**src/rtl/seq_divider_if.sv**
```systemverilog
// rtl/seq_divider_if.sv - start/Done handshake bundle for the sequential divider
interface seq_divider_if #(
   parameter int DW = 10,
   parameter int VW = 5
);
   logic [DW-1:0] X;
   logic [VW-1:0] Y;
   logic          start;
   logic [DW-1:0] quotient;
   logic [VW-1:0] remainder;
   logic          Done;
   logic          div_by_zero;

   modport master (
      output X, Y, start,
      input  quotient, remainder, Done, div_by_zero
   );

   modport slave (
      input  X, Y, start,
      output quotient, remainder, Done, div_by_zero
   );
endinterface

```
**src/rtl/seq_divider.sv**
```systemverilog
// rtl/seq_divider.sv - restoring divider, one quotient bit per clock
module seq_divider #(
   parameter int DW = 10,
   parameter int VW = 5
) (
   input  logic         clk,
   input  logic         rst,
   seq_divider_if.slave bus
);
   localparam int CW = $clog2(DW + 1);

   typedef enum logic [1:0] {IDLE, BUSY, DONE} state_t;

   state_t          state_q, state_d;
   logic [DW-1:0]   d_q, d_d;      // dividend shifting out, quotient shifting in
   logic [VW:0]     r_q, r_d;      // partial remainder, one guard bit for the shift
   logic [VW-1:0]   dv_q, dv_d;    // divisor captured at start
   logic [CW-1:0]   cnt_q, cnt_d;  // quotient bits still to produce
   logic            dz_q, dz_d;
   logic [VW:0]     trial;
   logic            done;

   // State and datapath registers; reset aborts any division in progress
   always_ff @(posedge clk or negedge rst) begin
      if (!rst) begin
         state_q <= IDLE;
         d_q     <= '0;
         r_q     <= '0;
         dv_q    <= '0;
         cnt_q   <= '0;
         dz_q    <= 1'b0;
      end else begin
         state_q <= state_d;
         d_q     <= d_d;
         r_q     <= r_d;
         dv_q    <= dv_d;
         cnt_q   <= cnt_d;
         dz_q    <= dz_d;
      end
   end

   // Next state: capture on start from IDLE/DONE, one restoring step per BUSY cycle
   always_comb begin
      state_d = state_q;
      d_d     = d_q;
      r_d     = r_q;
      dv_d    = dv_q;
      cnt_d   = cnt_q;
      dz_d    = dz_q;
      trial   = {r_q[VW-1:0], d_q[DW-1]};
      case (state_q)
         IDLE, DONE: begin
            if (bus.start) begin
               d_d   = bus.X;
               dv_d  = bus.Y;
               r_d   = '0;
               cnt_d = CW'(DW);
               if (bus.Y == '0) begin
                  // Division by zero finishes at once with a saturated quotient
                  state_d = DONE;
                  d_d     = '1;
                  dz_d    = 1'b1;
               end else begin
                  state_d = BUSY;
                  dz_d    = 1'b0;
               end
            end
         end
         BUSY: begin
            if (trial >= {1'b0, dv_q}) begin
               r_d = trial - {1'b0, dv_q};
               d_d = {d_q[DW-2:0], 1'b1};
            end else begin
               r_d = trial;
               d_d = {d_q[DW-2:0], 1'b0};
            end
            cnt_d = cnt_q - CW'(1);
            if (cnt_q == CW'(1)) begin
               state_d = DONE;
            end
         end
         default: state_d = IDLE;
      endcase
   end

   // Outputs: results are presented only in DONE, zero otherwise
   always_comb begin
      done            = (state_q == DONE);
      bus.Done        = done;
      bus.quotient    = done ? d_q : '0;
      bus.remainder   = done ? r_q[VW-1:0] : '0;
      bus.div_by_zero = done & dz_q;
   end
endmodule

```
**src/flat_wrapper.sv**
```systemverilog
// flat-port wrapper written by rule: the top's interface ports become plain ports
module seq_divider_flat 
#(
   parameter int DW = 10,
   parameter int VW = 5
)
  (clk, rst, bus_X, bus_Y, bus_start, bus_quotient, bus_remainder, bus_Done, bus_div_by_zero);
  seq_divider_if #(.DW(DW), .VW(VW)) bus_i ();
  input  logic clk;
  input  logic rst;
  input wire logic [$bits(bus_i.X)-1:0] bus_X;
  input wire logic [$bits(bus_i.Y)-1:0] bus_Y;
  input wire logic [$bits(bus_i.start)-1:0] bus_start;
  output wire logic [$bits(bus_i.quotient)-1:0] bus_quotient;
  output wire logic [$bits(bus_i.remainder)-1:0] bus_remainder;
  output wire logic [$bits(bus_i.Done)-1:0] bus_Done;
  output wire logic [$bits(bus_i.div_by_zero)-1:0] bus_div_by_zero;
  assign bus_i.X = bus_X;
  assign bus_i.Y = bus_Y;
  assign bus_i.start = bus_start;
  assign bus_quotient = bus_i.quotient;
  assign bus_remainder = bus_i.remainder;
  assign bus_Done = bus_i.Done;
  assign bus_div_by_zero = bus_i.div_by_zero;
  seq_divider #(.DW(DW), .VW(VW)) u_core (.clk(clk), .rst(rst), .bus(bus_i));
endmodule
```
**config.mk**
```make
export PLATFORM = sky130hd
export DESIGN_NAME = seq_divider_flat
export DESIGN_NICKNAME = d
export VERILOG_FILES = /design/src/rtl/seq_divider_if.sv /design/src/rtl/seq_divider.sv /design/src/flat_wrapper.sv
export SDC_FILE = /design/constraint.sdc
export NUM_CORES = 1
export LEC_CHECK = 0
export BUFFER_PORTS_ARGS = -buffer_cell sky130_fd_sc_hd__buf_2
export CAP_MARGIN = 15
export CORE_MARGIN = 3
export CORE_UTILIZATION = 50
export DETAILED_ROUTE_END_ITERATION = 6
export PLACE_DENSITY = 0.76
export SKIP_CTS_REPAIR_TIMING = 1
export SKIP_LAST_GASP = 1
export SYNTH_ARGS = -nofsm -noshare
export SYNTH_HDL_FRONTEND = slang
export SYNTH_SLANG_ARGS = --single-unit
```
**constraint.sdc**
```tcl
create_clock -name clk -period 5.1 [get_ports clk]
set_input_delay 0.51 -clock clk [delete_from_list [all_inputs] [get_ports clk]]
set_output_delay 0.51 -clock clk [all_outputs]
set_load 0.005 [all_outputs]
```
==> impl_metrics.toml <==
[grt]
grtUsageTotal = 0.189
grt_max_degree = 28
overflow = 0
grt_pass1_vias = 1144
grt_pass1_wl_mm = 5.35
antenna_found_initial = 0

[synth]
synth.avg_cell_area_um2 = 9.35
syn_nets = 192
synth_area_mm2 = 0.00155
ys_seq_area_frac = 0.435
ys_ff_latch = 27
yosys_warnings = 0
synthFlopType = "dfrtp_1"
synth_edf_count = 0
syn_inst = 166
async_flop_share = 1.00
ys_types = 44

[critical_path]
cp.required_ps = 4590
worstPathArrival_ps = 1870
crit_path_start_kind = "register"
crit_slowest_cell = "nor2b_1"
criticalPathCategory = "register to output port"
critPathTopFamily = "simple AND/OR/NAND/NOR gates"
cp_num_buf_inv = 1
slowest_delay_ps = 730
worstPathMaxFanout = 17
r2r_slack_ps = 2970
path_cells = "nor2b_1, and2_1, buf_2"
critPathCaptureType = "output port"

[clock_network]
cts-buffers-inserted = 3
clk_pin_slew_ps = 140
cts-htree-levels = 1
cts_max_path_buffers = 2
clk_latency_ps = 320
cts_tree = "yes"
cts-root-buf = "clkbuf_4"
clock_sinks = 27

[power]
vdd_drop_max_mv = 0.298
cellPowerDensity_mw_per_mm2 = 613
power_mw = 1.08
p_leak_nw = 0.880

[sta]
hold_violations = 0
skew_ps = 1.35
timing.slew.headroom = 0.293
rsz0062_at_grt = "false"
worst_hold_slack_ps = 168
worst_pin_slew_ps = 1060
max_freq_mhz = 421
setup_viol = 0
maxSlewViolCount = 0
min_period_over_period = 0.466
tns_ps = 0
min_period_ps = 2380

[routing]
drc = 0
via_per_inst = 5.73
met1Wirelength_mm = 1.57
maxUsedRoutingLayer = "met4"
drtIter0Drc = 102
ant_nets = 0
dr.pass1.iters = 4
wl_mm = 3.38
wl_met2_mm = 1.69
avgRoutedWirePerCell_um = 14.8
route.met3.wl_um = 110
vias = 1313

[placed_design]
dp_hpwl_mm = 2.44
place_area_mm2 = 0.00174
io_buffer_count = 34
placed_cells = 225
gp_congestion = 0.883

[cells_and_area]
nNetsFinal = 225
antennaDiodeCount = 0
final_cell_mix = "buf_2 (34), nand2_1 (27), dfrtp_1 (27)"
final_common_cell = "buf_2"
layoutNonFillerInstCount = 229
post-route-cell-area_mm2 = 0.00176
fillers = 262
multi_input_area_um2 = 803
drive_above_1_share = 0.247
areaGrowthSynthToFinish_pct = 13.7
seqCellArea_um2 = 676

[floorplanning]
start_util = 0.544
io_pins = 35
die_h_um = 61.7
die_w_um = 61.7
num_rows = 19
design.core.area_mm2 = 0.00285
die_area_mm2 = 0.00381

[status]
run_status = "completed"

[hold_path]
hp-class = "primary input to async pin"

[run]
cap_violations = 0
-- cell type report --
| class | count | area share |
|---|---|---|
| clock buffers | 3 | 0.0128 |
| clock inverters | 1 | 0.00284 |
| inverters | 9 | 0.0191 |
| multi-input cells | 122 | 0.455 |
| flip-flops and latches | 27 | 0.383 |
| well taps | 31 | 0.0220 |
| repair buffers | 36 | 0.105 |
-- path summary, 6_finish.rpt --
path,startpoint,endpoint,cells after the start
worst min register to register,u_core.dz_q,u_core.dz_q,2
worst min-delay path,rst,u_core.dv_q[3],1
worst max-delay path,u_core.state_q[0],bus_quotient[9],3
worst max register to register,u_core.d_q[9],u_core.r_q[1],8
max in group asynchronous,rst,u_core.dv_q[2],1
min in group clk,bus_Y[0],u_core.dv_q[0],3
-- cells by family after synthesis --
logic type	Yosys count	share of synthesized area
AND/OR/NAND/NOR	69	0.240
AO/OA/AOI/OAI	43	0.197
flip-flops	27	0.435
buffers and inverters	17	0.0468
adder cells (fa/ha/maj)	8	0.0694
XOR/XNOR	1	0.00565
multiplexers	1	0.00645
-- synthesized netlist by cell type (2+ instances only) --
master | instances | area, um^2
clkbuf_1 | 3 | 11.3
nand2b_1 | 2 | 12.5
ha_1 | 7 | 87.6
buf_2 | 4 | 20.0
a22oi_1 | 10 | 75.1
or3_2 | 2 | 15.0
inv_1 | 9 | 33.8
nor3_1 | 3 | 15.0
nor2_1 | 3 | 11.3
nor2b_1 | 3 | 18.8
o21ai_0 | 18 | 90.1
nand3_1 | 3 | 15.0
dfrtp_1 | 27 | 676
and2_1 | 16 | 100
nand2_1 | 27 | 101
-- flip-flops by register name (all words and copies together) (netlist names) --
| name | flops |
|---|---|
| u_core.dv_q | 5 |
| u_core.state_q | 2 |
| u_core.d_q | 10 |
| u_core.dz_q | 1 |
| u_core.r_q | 5 |
| u_core.cnt_q | 4 |
-- per-stage QoR --
| step | worst slack, ps | util |
|---|---|---|
| global route | 2540 | 0.618 |
| floorplan | 3130 | - |
| detailed placement | 2950 | 0.609 |
| CTS | 2690 | 0.618 |
| global placement | 3010 | 0.609 |
| finish | 2720 | 0.618 |
-- where the power goes --
group | switching (mW) | internal [mW] | total, mW | leakage [nW]
Clock | 0.0634 | 0.0294 | 0.0928 | 0.0177
Combinational | 0.328 | 0.262 | 0.590 | 0.536
Sequential | 0.0783 | 0.320 | 0.398 | 0.326
-- worst register-to-register path: cells and delay by family (launching register included) --
kind            cells  cell delay, ps
flops               1             420
fa+ha+maj           2             560
simple gates        2             430
compound gates      2             480
buf+inv             2             140
-- layer usage --
metal,vias to the layer above,GRT usage
li1,643,-
met1,639,0.271
met2,29,0.300
met3,2,0.0248
met4,0,0.0545
met5,-,0
(Power assumes the default switching activity.)
